File: src/rtl/sseg_scan_decoder_pkg.sv
// Shared seven-segment display definitions: bit order, blank anode value, active-low hex glyphs.
// Used by the banner drivers and the scan decoder.
package sseg_scan_decoder_pkg;

    localparam int NUM_DIGITS = 4;
    localparam int SEG_A      = 0;
    localparam int SEG_G      = 6;

    localparam logic [NUM_DIGITS-1:0] AN_BLANK = 4'b1111;
    localparam logic [7:0]            SSEG_OFF = 8'hFF;

    typedef enum logic [1:0] {
        SLOT_BLANK,
        SLOT_ONE,
        SLOT_MULTI
    } slot_e;

    typedef enum logic [1:0] {
        ST_IDLE,
        ST_SETTLE,
        ST_HELD
    } state_e;

    typedef struct packed {
        logic [NUM_DIGITS-1:0] an;
        logic [7:0]            sseg;
    } sample_t;

    // Active-low {g,f,e,d,c,b,a} pattern for a hex value.
    function automatic logic [6:0] glyph(input logic [3:0] v);
        logic [6:0] g;
        case (v)
            4'h0: g = 7'h40;
            4'h1: g = 7'h79;
            4'h2: g = 7'h24;
            4'h3: g = 7'h30;
            4'h4: g = 7'h19;
            4'h5: g = 7'h12;
            4'h6: g = 7'h02;
            4'h7: g = 7'h78;
            4'h8: g = 7'h00;
            4'h9: g = 7'h10;
            4'hA: g = 7'h08;
            4'hB: g = 7'h03;
            4'hC: g = 7'h46;
            4'hD: g = 7'h21;
            4'hE: g = 7'h06;
            default: g = 7'h0E;
        endcase
        return g;
    endfunction

    function automatic slot_e classify(input logic [NUM_DIGITS-1:0] an);
        int zeros;
        zeros = 0;
        for (int i = 0; i < NUM_DIGITS; i++)
            if (!an[i]) zeros++;
        if (zeros == 0)      return SLOT_BLANK;
        else if (zeros == 1) return SLOT_ONE;
        else                 return SLOT_MULTI;
    endfunction

    // Position of the low anode; only meaningful for a SLOT_ONE sample.
    function automatic logic [1:0] digit_idx(input logic [NUM_DIGITS-1:0] an);
        logic [1:0] idx;
        idx = 2'd0;
        for (int i = 0; i < NUM_DIGITS; i++)
            if (!an[i]) idx = 2'(i);
        return idx;
    endfunction

endpackage

File: src/rtl/sseg_scan_decoder_glyph_decode.sv
// Combinational 7-segment pattern to hex nibble lookup; ok is low for non-glyph patterns.
module sseg_glyph_decode
    import sseg_scan_decoder_pkg::*;
(
    input  logic [6:0] pat,
    output logic       ok,
    output logic [3:0] nib
);

    always_comb begin
        ok  = 1'b0;
        nib = 4'h0;
        for (int v = 0; v < 16; v++) begin
            if (pat == glyph(4'(v))) begin
                ok  = 1'b1;
                nib = 4'(v);
            end
        end
    end

endmodule

File: src/rtl/sseg_scan_decoder.sv
// Monitors a multiplexed 4-digit seven-segment bus, debounces each digit slot and
// reassembles complete frames of raw patterns plus decoded hex values.
module sseg_scan_decoder
    import sseg_scan_decoder_pkg::*;
#(
    parameter int STABLE_CYCLES  = 4,
    parameter int TIMEOUT_CYCLES = 1_000_000
) (
    input  logic        clk,
    input  logic        reset,
    input  logic [3:0]  an,
    input  logic [7:0]  sseg,
    output logic [31:0] frame_seg,
    output logic [15:0] frame_hex,
    output logic [3:0]  glyph_ok,
    output logic        frame_valid,
    output logic        frame_changed,
    output logic        overlap_err,
    output logic        stale
);

    localparam int CW = $clog2(STABLE_CYCLES + 1);
    localparam int TW = $clog2(TIMEOUT_CYCLES + 1);
    localparam logic [CW-1:0] STABLE_C  = CW'(STABLE_CYCLES);
    localparam logic [TW-1:0] TIMEOUT_C = TW'(TIMEOUT_CYCLES);

    logic [3:0]        an_r;
    logic [7:0]        sseg_r;
    sample_t           cur, smp_ref, smp_ref_d;
    slot_e             slot;
    state_e            state, state_d;
    logic [CW-1:0]     cnt, cnt_d;
    logic              latch, latch_q, complete;
    logic [3:0]        seen;
    logic [3:0][7:0]   work;
    logic [3:0][3:0]   dec_hex;
    logic [3:0]        dec_ok;
    logic [TW-1:0]     tcnt;

    assign cur  = '{an: an_r, sseg: sseg_r};
    assign slot = classify(an_r);

    always_comb begin
        state_d   = state;
        cnt_d     = cnt;
        smp_ref_d = smp_ref;
        latch     = 1'b0;
        case (state)
            ST_IDLE: begin
                if (slot == SLOT_ONE) begin
                    state_d   = ST_SETTLE;
                    cnt_d     = CW'(1);
                    smp_ref_d = cur;
                end
            end
            ST_SETTLE, ST_HELD: begin
                if (slot != SLOT_ONE) begin
                    state_d = ST_IDLE;
                    cnt_d   = '0;
                end else if (cur != smp_ref) begin
                    state_d   = ST_SETTLE;
                    cnt_d     = CW'(1);
                    smp_ref_d = cur;
                end else if (state == ST_SETTLE) begin
                    cnt_d = cnt + 1'b1;
                    if (cnt_d == STABLE_C) begin
                        latch   = 1'b1;
                        state_d = ST_HELD;
                    end
                end
            end
            default: begin
                state_d = ST_IDLE;
                cnt_d   = '0;
            end
        endcase
    end

    // Completion is checked one edge after the latch so outputs update together.
    assign complete = latch_q && (seen == 4'b1111);
    assign stale    = (tcnt == TIMEOUT_C);

    for (genvar i = 0; i < NUM_DIGITS; i++) begin : g_dec
        sseg_glyph_decode u_dec (
            .pat (work[i][SEG_G:SEG_A]),
            .ok  (dec_ok[i]),
            .nib (dec_hex[i])
        );
    end

    always_ff @(posedge clk) begin
        if (reset) begin
            an_r          <= AN_BLANK;
            sseg_r        <= SSEG_OFF;
            state         <= ST_IDLE;
            cnt           <= '0;
            smp_ref       <= '{an: AN_BLANK, sseg: SSEG_OFF};
            latch_q       <= 1'b0;
            seen          <= 4'b0;
            work          <= {NUM_DIGITS{SSEG_OFF}};
            frame_seg     <= 32'hFFFF_FFFF;
            frame_hex     <= 16'h0;
            glyph_ok      <= 4'h0;
            frame_valid   <= 1'b0;
            frame_changed <= 1'b0;
            overlap_err   <= 1'b0;
            tcnt          <= '0;
        end else begin
            an_r        <= an;
            sseg_r      <= sseg;
            state       <= state_d;
            cnt         <= cnt_d;
            smp_ref     <= smp_ref_d;
            latch_q     <= latch;
            overlap_err <= (slot == SLOT_MULTI);
            if (latch)
                work[digit_idx(an_r)] <= sseg_r;
            seen          <= (complete ? 4'b0 : seen) | (latch ? ~an_r : 4'b0);
            frame_valid   <= complete;
            frame_changed <= complete && (work != frame_seg);
            if (complete) begin
                frame_seg <= work;
                frame_hex <= dec_hex;
                glyph_ok  <= dec_ok;
            end
            if (complete)
                tcnt <= '0;
            else if (tcnt != TIMEOUT_C)
                tcnt <= tcnt + 1'b1;
        end
    end

endmodule
File: config.mk
export PLATFORM = sky130hd
export DESIGN_NAME = sseg_scan_decoder
export DESIGN_NICKNAME = d
export VERILOG_FILES = /design/src/rtl/sseg_scan_decoder_pkg.sv /design/src/rtl/sseg_scan_decoder_glyph_decode.sv /design/src/rtl/sseg_scan_decoder.sv
export SDC_FILE = /design/constraint.sdc
export NUM_CORES = 1
export LEC_CHECK = 0
export BUFFER_PORTS_ARGS = -buffer_cell sky130_fd_sc_hd__buf_4
export CORE_MARGIN = 2
export CORE_UTILIZATION = 45
export DETAILED_ROUTE_END_ITERATION = 7
export PLACE_DENSITY_LB_ADDON = 0.12
export SKIP_CTS_REPAIR_TIMING = 1
export SYNTH_ARGS = -nofsm -noshare
export SYNTH_HDL_FRONTEND = slang
export SYNTH_HIERARCHICAL = 1
export SYNTH_SLANG_ARGS = --single-unit
File: constraint.sdc
create_clock -name clk -period 7.9 [get_ports clk]
set_clock_uncertainty 0.2 [all_clocks]
set_input_delay 0.79 -clock clk [delete_from_list [all_inputs] [get_ports clk]]
set_output_delay 0.79 -clock clk [all_outputs]
set_load 0.02 [all_outputs]
==> metrics.cfg, run 1 <==
[status]
status = completed

[critical_path]
cpMostUsedCell = ha_1
critPathKind = reg2reg
crit_path_end_kind = flip-flop
crit_fanout = 20
slowest_delay_ns = 0.59
startpoint_type = flip-flop
worstPathArrival_ns = 3.57
worst_path_max_delay_cell = nand3_1
cp.required_ns = 7.95
path_cells = inv_1 -> ha_1 -> xnor2_1 -> ha_1 -> or2_1 -> o221ai_1 -> and2_1 -> nand3_1 -> nor3_1 -> o21ai_0

[clock_tree]
clk_pin_slew_ns = 0.06
cts.sinks = 141
clock-root-buffer = clkbuf_16
htree_levels = 4
clockBufferDepth = 2
cts_tree = yes
clk-insertion-delay-late_ns = 0.41
cts_made_buffers = 17

[die]
initial_core_util_pct = 45.99
io_pins = 70
core_um2 = 15830
die_w_um = 131.2
rows = 46
die_h_um = 131.2
design.die.area_um2 = 17210

[logic_synthesis]
synthArstFlopShare_pct = 0
synth.ff_latch_count = 141
ys_seq_area_share_pct = 38.78
avgSynthCellArea_um2 = 8.244
synth_flop_cell = dfxtp_1
ys_types = 61
synth-edff-count = 0
synth.net_count = 908
synthXorXnorAreaFrac_pct = 7.924
synth_top_family_by_area = simple AND/OR/NAND/NOR gates
syn_area_um2 = 7279
netlist_instances = 883
synthAdderAreaFrac_pct = 1.891
synth_mux_area_share_pct = 4.331
yosys.area_share.simple_pct = 31.14
synth_compound_area_share_pct = 10.62
synth_warnings = 6

[global_route]
grt_usage_pct = 20.17
grt-ovfl-total = 0
antenna_found_initial = 0
grt_pass1_wl_um = 28610
grt_pass1_vias = 5518
grt_max_degree = 82

[timing]
final_max_slew_viol_count = 0
setup_tns_ns = 0
max_freq_mhz = 283.4
hold_viol_final = 0
finalSetupViolations = 0
layout_min_cycle_time_ns = 3.528
hold_slack_ns = 0.2531
timing.final.crit_share_pct = 44.66
relSlewSlack_pct = 35.85
worst_pin_slew_ns = 0.9623
rsz0062_at_grt = no

[detailed_routing]
drt_pass1_iterations = 6
first_iter_violations = 472
drc = 0
post_drt_wl_per_cell_um = 15.00
routed_wl_um = 17140
vias_per_cell = 5.332
via_count = 6095
detail-route-antenna-nets = 0

[place]
place_hpwl_um = 11300
io_buffers = 69
dpl_cell_area_um2 = 7774
gp_congestion = 0.8196
place_inst = 1112

[cells_and_area]
nFillCells = 1541
final_layout_size_suffix_gt1_share_pct = 18.23
final_cells = 1143
nets = 940
n_antenna_cell = 0
final_area_um2 = 8369
area_growth_pct = 14.97

[pwr]
vdd_drop_max_uv = 149.9
p_leak_nw = 3.544
powerDensity_nw_per_um2 = 194.6

[hold_path]
hold_class = reg2reg

[flow_run]
drv_cap = 0

## through the flow
stage          util, %  power (W)  worst slack [ns]
2_1_floorplan        -  0.0008158             4.941
3_3_place_gp     49.11  0.0008354             4.515
3_5_place_dp     49.11  0.0008357             4.418
4_1_cts          52.88   0.001647             4.387
5_1_grt          52.88   0.001694             4.019
6_report         52.88   0.001629             4.372
## sequential cells by signal (all words and copies together) (netlist names), 2 cells and up
| signal | cells |
|---|---|
| work | 32 |
| glyph_ok | 4 |
| state | 2 |
| sseg_r | 8 |
| tcnt | 20 |
| frame_seg | 32 |
| seen | 4 |
| smp_ref | 12 |
| frame_hex | 16 |
| an_r | 4 |
| cnt | 3 |
## worst paths after layout
| path | start | endpoint | slack, ns | depth (start not counted) |
|---|---|---|---|---|
| hold / removal | glyph_ok[3] | glyph_ok[3] | 0.25 | 2 |
| setup reg to reg | an_r[1] | work[25] | 4.37 | 10 |
| hold reg to reg | glyph_ok[3] | glyph_ok[3] | 0.25 | 2 |
| setup / recovery | an_r[1] | work[25] | 4.37 | 10 |
## cell usage in the layout, fill, tap and decap left out, types with 8 or more instances in the layout
cell type | netlist | layout
inv_1 | 18 | 18
a21oi_1 | 33 | 33
nor2_1 | 76 | 76
and3_1 | 11 | 10
nand2_1 | 160 | 160
nor3_1 | 36 | 36
a211oi_1 | 8 | 8
nand3b_1 | 9 | 9
nand4_1 | 23 | 23
dfxtp_1 | 141 | 141
o21ai_0 | 24 | 24
nor2b_4 | 8 | 8
or2_2 | 13 | 13
o21ai_1 | 12 | 12
ha_1 | 11 | 11
clkbuf_16 | 0 | 17
nand2b_1 | 9 | 9
xnor2_1 | 41 | 41
buf_4 | 8 | 71
nand3_1 | 56 | 55
mux2i_1 | 27 | 27
xor2_1 | 23 | 23
## worst max-delay path: cells and delay by family (launching register included)
kind                     cells  cell delay, ns
AO/OA/AOI/OAI                2            0.41
XOR/XNOR                     1            0.16
adder cells (fa/ha/maj)      2            0.64
buffers and inverters        1            0.12
flip-flops                   1            0.41
AND/OR/NAND/NOR              4            1.43
## Yosys cell counts (all sizes together) (2+ instances only)
cell	count	area [um^2]
and4	2	17.52
ha	11	137.6
nand2	165	631.9
o22a	4	40.04
nor4	9	111.4
nand3	57	290.3
and3	15	98.85
inv	19	71.31
or4	2	15.01
nor3	36	180.2
nor4b	3	26.28
nand4	24	156.4
o41ai	4	35.03
xor2	24	217.7
xnor2	41	359.1
mux2	4	45.04
a21boi	2	15.01
a211oi	8	60.06
nand4b	5	68.82
a2bb2oi	3	26.28
o32ai	2	17.52
a21oi	37	200.2
o31ai	4	50.05
clkbuf	28	105.1
nand3b	9	67.56
a311oi	5	68.82
o211ai	2	15.01
or3b	4	35.03
dfxtp	141	2823
buf	30	210.2
or2	14	87.59
mux2i	27	270.3
or3	2	12.51
nor2b	8	110.1
o21ai	36	180.2
nor2	76	285.3
a31oi	4	25.02
nand2b	9	56.30
## logic make-up (layout without fill, tap and decap cells)
logic type | count (synthesis) | count (layout)
xor gates and xnor gates | 65 | 65
and+or+nand+nor | 442 | 442
adders and majority gates | 11 | 11
DFF | 141 | 141
muxes | 31 | 31
AOI/OAI and AO/OA | 116 | 116
buffers and inverters | 77 | 121
## layer usage
| layer | up-vias | track usage [%] | wire length, um | share of wire, % |
|---|---|---|---|---|
| li1 | 3107 | - | - | - |
| met1 | 2849 | 29.06 | 8657 | 51 |
| met2 | 121 | 30.61 | 7657 | 45 |
| met3 | 18 | 3.434 | 619 | 3.6 |
| met4 | 0 | 6.703 | 205 | 1.2 |
| met5 | - | 0 | 0 | 0 |
## power breakdown
group | switching, W | internal, W
clock network | 0.000313 | 0.000496
logic | 0.0000472 | 0.0000337
registers | 0.0000159 | 0.000723
## area by class of cell
type | instances | area (um^2) | area share [%]
Multi-Input combinational cell | 665 | 4076 | 48.71
Clock buffer | 17 | 425.4 | 5.083
Tap cell | 216 | 270.3 | 3.229
Clock inverter | 14 | 170.2 | 2.033
Timing Repair Buffer | 71 | 533.0 | 6.369
Inverter | 19 | 71.32 | 0.8521
Sequential cell | 141 | 2823 | 33.73
(Power assumes the default switching activity.)
==> inputs of run 2 (changes only) <==
Clock period 7.9 ns to 3.55 ns, I/O delays scaled along.
==> run 2 against run 1 <==
  * Power increased by 120%
  * Register-to-register slack worse by 4.1 ns
  * Sequential share of layout area is 0.57 points lower
  * Worst hold slack lost 0.063 ns
  * Flip-flop and latch count unchanged
  * Routed wire length is 0.60% higher
  * Combinational power is 140% higher
  * Non-clock buffer count increased by 18
  * Die area stayed put
  * Via count up 0.15%
  * Largest cell class unchanged
  * Largest power group unchanged
  * Highest routed layer unchanged
==> metrics.cfg, run 2 (synthesis results as in run 1) <==
[critical_path]
worstPathArrival_ns = 3.35  ; -0.22 ns
startpoint_type = flip-flop
crit_path_end_kind = flip-flop
crit_fanout = 8  ; -60%
critPathKind = reg2reg
cp.required_ns = 3.62  ; -4.33 ns

[timing]
layout_min_cycle_time_ns = 3.284  ; -0.2440 ns
rsz0062_at_grt = no
hold_slack_ns = 0.1900  ; -0.06319 ns
timing.final.crit_share_pct = 92.52  ; +48 points
finalSetupViolations = 0  ; unchanged
relSlewSlack_pct = 33.62  ; -2.2 points
max_freq_mhz = 304.5  ; +7.4%
setup_tns_ns = 0  ; unchanged
final_max_slew_viol_count = 0  ; unchanged
worst_pin_slew_ns = 0.9956  ; +0.03334 ns
fin_ws_ns = 0.2657  ; -4.106 ns
hold_viol_final = 0  ; unchanged

[pwr]
p_leak_nw = 3.608  ; +1.8%
vdd_drop_max_uv = 333.5  ; +120%
powerDensity_nw_per_um2 = 419.4  ; +120%

[cells_and_area]
fin_util_pct = 53.79  ; +0.92 points
n_antenna_cell = 0  ; unchanged
area_growth_pct = 16.96
final_layout_size_suffix_gt1_share_pct = 18.60  ; +0.37 points
nets = 958  ; +1.9%
largest_registers = frame_seg: 32 flops, work: 32 flops, tcnt: 20 flops
nFillCells = 1479  ; -4.0%
layout_common_cells = 160 x nand2_1, 141 x dfxtp_1, 77 x buf_4
final_area_um2 = 8514  ; +1.7%
final_common_cell = nand2_1

[detailed_routing]
via_count = 6104  ; +0.15%
drc = 0  ; unchanged
drt_pass1_iterations = 5  ; -1
routed_wl_um = 17240  ; +0.60%
first_iter_violations = 394  ; -17%
vias_per_cell = 5.253  ; -1.5%
post_drt_wl_per_cell_um = 14.84  ; -1.0%
detail-route-antenna-nets = 0  ; unchanged

[clock_tree]
htree_levels = 4  ; unchanged
cts_made_buffers = 17  ; unchanged
clk-insertion-delay-late_ns = 0.42  ; about the same
clock-root-buffer = clkbuf_16
cts_tree = yes
cts.sinks = 141  ; unchanged
clk_pin_slew_ns = 0.06  ; about the same
clockBufferDepth = 2  ; unchanged

[die]
initial_core_util_pct = 45.99  ; unchanged
design.die.area_um2 = 17210  ; unchanged
core_um2 = 15830  ; unchanged
die_w_um = 131.2  ; unchanged
rows = 46  ; unchanged
die_h_um = 131.2  ; unchanged
io_pins = 70  ; unchanged

[place]
place_hpwl_um = 11430  ; +1.2%
gp_congestion = 0.7795  ; -4.9%
dpl_cell_area_um2 = 7819  ; +0.58%
place_ws_ns = 0.2533  ; -4.165 ns
io_buffers = 69  ; unchanged

[flow_run]
drv_cap = 0  ; unchanged

[global_route]
grt_max_degree = 82  ; unchanged
grt_usage_pct = 20.49  ; +0.32 points
grt_pass1_wl_um = 29010  ; +1.4%
grt_pass1_vias = 5570  ; +0.94%
antenna_found_initial = 0  ; unchanged
grt-ovfl-total = 0  ; unchanged

[hold_path]
hold_class = in2reg

[status]
status = completed

[run 2: changes by cell type in the layout (fill, tap and decap cells not counted), sizes merged]
cell	change
clkinv	-1
inv	+2
bufinv	-2
clkbuf	+1
dlygate4sd3	+12
buf	+6
clkinvlp	+1
[run 2: final cells by class]
type	count	area [um^2]	share of cell area, %
clock buffers	18	439.2	5.158
clock inverters	14	136.4	1.602
inverters	19	71.32	0.8376
multi-input cells	665	4076	47.88
flip-flops and latches	141	2823	33.15
well taps	216	270.3	3.174
repair buffers	89	698.2	8.200
[run 2: stage by stage]
step,cells,power [W]
after detailed placement,1118,0.001863
after global routing,1162,0.003701
final,1162,0.003571
after global placement,1118,0.001862
after CTS,1150,0.003599
after floorplan,883,0.001815
[run 2: worst max-delay path, cell delays in order (launching register included)]
cell,delay (ns)
dfxtp_1,0.41
inv_1,0.11
ha_1,0.33
xnor2_1,0.21
ha_1,0.25
or2_1,0.22
o221ai_1,0.29
nand2_2,0.08
or4_1,0.73
mux2i_1,0.23
nand2_1,0.07
[run 2: worst paths after layout]
| check | slack [ns] | from | depth (start not counted) | to |
|---|---|---|---|---|
| setup / recovery | 0.27 | an_r[1] | 10 | work[5] |
| hold / removal | 0.19 | reset | 2 | seen[1] |
| setup reg to reg | 0.27 | an_r[1] | 10 | work[5] |
| hold reg to reg | 0.25 | frame_hex[14] | 2 | frame_hex[14] |
[run 2: where the power goes]
group / total (W) / switching [W] / internal [W]
sequential: 0.00164 / 0.0000351 / 0.00161
clock: 0.00173 / 0.000739 / 0.000995
combinational: 0.000194 / 0.000107 / 0.0000870
[run 2: metal layers]
metal | track usage (%) | up-vias | wire [um]
met1 | 29.41 | 2849 | 8907
li1 | - | 3133 | -
met4 | 6.522 | 0 | 211
met2 | 31.23 | 103 | 7668
met3 | 3.665 | 19 | 455
met5 | 0 | - | 0
==> inputs of run 3 (changes only) <==
--- a/config.mk
+++ b/config.mk
@@ -8,3 +8,2 @@
 export BUFFER_PORTS_ARGS = -buffer_cell sky130_fd_sc_hd__buf_4
-export CORE_MARGIN = 2
 export CORE_UTILIZATION = 45
--- a/constraint.sdc
+++ b/constraint.sdc
@@ -4,2 +4,2 @@
 set_output_delay 0.355 -clock clk [all_outputs]
-set_load 0.02 [all_outputs]
+set_load 0.005 [all_outputs]
==> run 3 against run 2 <==
  * Critical path depth unchanged
  * Worst hold slack worse by 0.0056 ns
  * Count of clock-buffer cells in the layout unchanged
  * Flip-flop and latch count unchanged
  * Die area down 3.0%
  * Utilization about the same
  * Critical endpoint is now smp_ref[1]
  * Largest cell class unchanged
  * Highest routed layer unchanged
==> metrics.cfg, run 3 (synthesis results as in run 1) <==
[status]
status = completed

[timing]
worst_pin_slew_ns = 0.9948  ; -0.0008159 ns
rsz0062_at_grt = no
fin_ws_ns = 0.3438  ; +0.07814 ns
relSlewSlack_pct = 33.68  ; +0.054 points
finalSetupViolations = 0  ; unchanged
max_freq_mhz = 311.9  ; +2.4%
setup_tns_ns = 0  ; unchanged
timing.final.crit_share_pct = 90.32  ; -2.2 points
hold_viol_final = 0  ; unchanged
layout_min_cycle_time_ns = 3.206  ; -0.07814 ns
hold_slack_ns = 0.1844  ; -0.005600 ns
final_max_slew_viol_count = 0  ; unchanged

[critical_path]
worstPathArrival_ns = 3.28  ; -0.07 ns
ff2ff_setup_slack_ns = 0.34  ; +0.08 ns
critPathKind = reg2reg
slowest_delay_ns = 0.56  ; -0.17 ns
crit_path_end_kind = flip-flop
rr_startpoint = an_r[1]
reg2reg_to = smp_ref[1]
worst_path_max_delay_cell = a211o_1
cpMostUsedCell = ha_1
startpoint_type = flip-flop
crit_fanout = 14  ; +6
path_cells = inv_1 -> ha_1 -> xnor2_1 -> ha_1 -> or2_1 -> o221ai_1 -> nand2_2 -> a211o_1 -> mux2i_1 -> nand2_1
worst_r2r_path_depth = 10  ; unchanged
cp.required_ns = 3.63  ; about the same

[cells_and_area]
area_growth_pct = 16.88  ; about the same
nets = 958  ; unchanged
final_common_cell = nand2_1
final_layout_size_suffix_gt1_share_pct = 18.60  ; unchanged
largest_registers = frame_seg: 32 flops, work: 32 flops, tcnt: 20 flops
n_antenna_cell = 0  ; unchanged
final_cells = 1162  ; unchanged
layout_common_cells = 160 x nand2_1, 141 x dfxtp_1, 77 x buf_4
nFillCells = 1538  ; +4.0%
final_area_um2 = 8508  ; about the same

[global_route]
grt-ovfl-total = 0  ; unchanged
antenna_found_initial = 0  ; unchanged
grt_usage_pct = 21.43  ; +0.94 points
grt_pass1_vias = 5375  ; -3.5%
grt_pass1_wl_um = 28030  ; -3.4%
grt_max_degree = 82  ; unchanged

[detailed_routing]
first_iter_violations = 458  ; +16%
via_count = 6096  ; -0.13%
wl_met2_um = 7576  ; -1.2%
post_drt_wl_per_cell_um = 14.89  ; +0.32%
detail-route-antenna-nets = 0  ; unchanged
drt_pass1_iterations = 5  ; unchanged
wl_met3_um = 702  ; +54%
routed_wl_um = 17300  ; +0.32%
top_layer = met4
vias_per_cell = 5.246  ; -0.13%
drc = 0  ; unchanged
wl_met1_um = 8746  ; -1.8%

[hold_path]
min_from = reset
hold_class = in2reg
hold_depth = 2  ; unchanged
hold_path_end = seen[0]

[place]
place_hpwl_um = 11280  ; -1.3%
dpl_cell_area_um2 = 7819  ; unchanged
io_buffers = 69  ; unchanged
place_inst = 1118  ; unchanged
place_ws_ns = 0.1797  ; -0.07362 ns
gp_congestion = 0.7956  ; +2.1%

[flow_run]
drv_cap = 0  ; unchanged

[clock_tree]
cts_tree = yes
clk-insertion-delay-late_ns = 0.43  ; about the same
clk_pin_slew_ns = 0.06  ; about the same
cts.sinks = 141  ; unchanged
clock-root-buffer = clkbuf_16
cts_made_buffers = 17  ; unchanged
htree_levels = 4  ; unchanged
clockBufferDepth = 2  ; unchanged

[die]
die_w_um = 129.2  ; -1.5%
io_pins = 70  ; unchanged
initial_core_util_pct = 45.99  ; unchanged
die_h_um = 129.2  ; -1.5%
design.die.area_um2 = 16690  ; -3.0%
core_um2 = 15830  ; unchanged
rows = 46  ; unchanged

[pwr]
powerDensity_nw_per_um2 = 418.1  ; -0.33%
p_leak_nw = 3.604  ; -0.11%
vdd_drop_max_uv = 402.9  ; +21%

## run 3: changes by cell type in the layout (fill, tap and decap cells not counted), sizes merged
cell / before / now
inv: 23 / 24
clkinv: 7 / 6
## run 3: layout make-up
type | count | area, um^2 | area share (%)
multi-input cells | 665 | 4080 | 47.96
flip-flops and latches | 141 | 2823 | 33.18
repair buffers | 89 | 698.2 | 8.206
clock buffers | 18 | 429.2 | 5.044
well taps | 216 | 270.3 | 3.176
clock inverters | 14 | 136.4 | 1.603
inverters | 19 | 71.32 | 0.8382
## run 3: worst max-delay path, delay by kind of cell (launching register included)
kind                     cells  cell delay (ns)
flip-flops                   1             0.41
AND/OR/NAND/NOR              3             0.45
adder cells (fa/ha/maj)      2             0.59
AO/OA/AOI/OAI                2             0.84
XOR/XNOR                     1             0.21
buffers and inverters        1             0.11
multiplexers                 1             0.24
## run 3: routing by layer
layer	track usage, %	vias up
met2	31.53	110
li1	-	3135
met4	7.336	0
met1	30.73	2834
met3	4.707	17
met5	0	-
## run 3: power breakdown
group          switching, W  total [W]  internal (W)  leakage, nW
Clock              0.000742    0.00172      0.000977        0.274
Sequential        0.0000337    0.00164       0.00161         1.14
Combinational      0.000111   0.000196     0.0000859         2.19
Total              0.000886    0.00356       0.00267         3.60
## run 3: through the flow
stage / utilization, % / power, W
floorplan: - / 0.001814
global placement: 49.40 / 0.001861
detailed placement: 49.40 / 0.001861
CTS: 52.97 / 0.003582
global route: 53.75 / 0.003688
finish: 53.75 / 0.003557
## run 3: worst max path at each step
| stage | slack [ns] | from | to | cells after the start |
|---|---|---|---|---|
| 6_report | 0.34 | an_r[1] | smp_ref[1] | 10 |
| 5_1_grt | 0.07 | an_r[1] | smp_ref[0] | 10 |
| 4_1_cts | 0.17 | an_r[1] | work[7] | 10 |
| 3_5_place_dp | 0.18 | an_r[1] | work[7] | 10 |
| 3_3_place_gp | 0.26 | an_r[1] | work[6] | 10 |
| 2_1_floorplan | 0.59 | an_r[1] | work[5] | 11 |
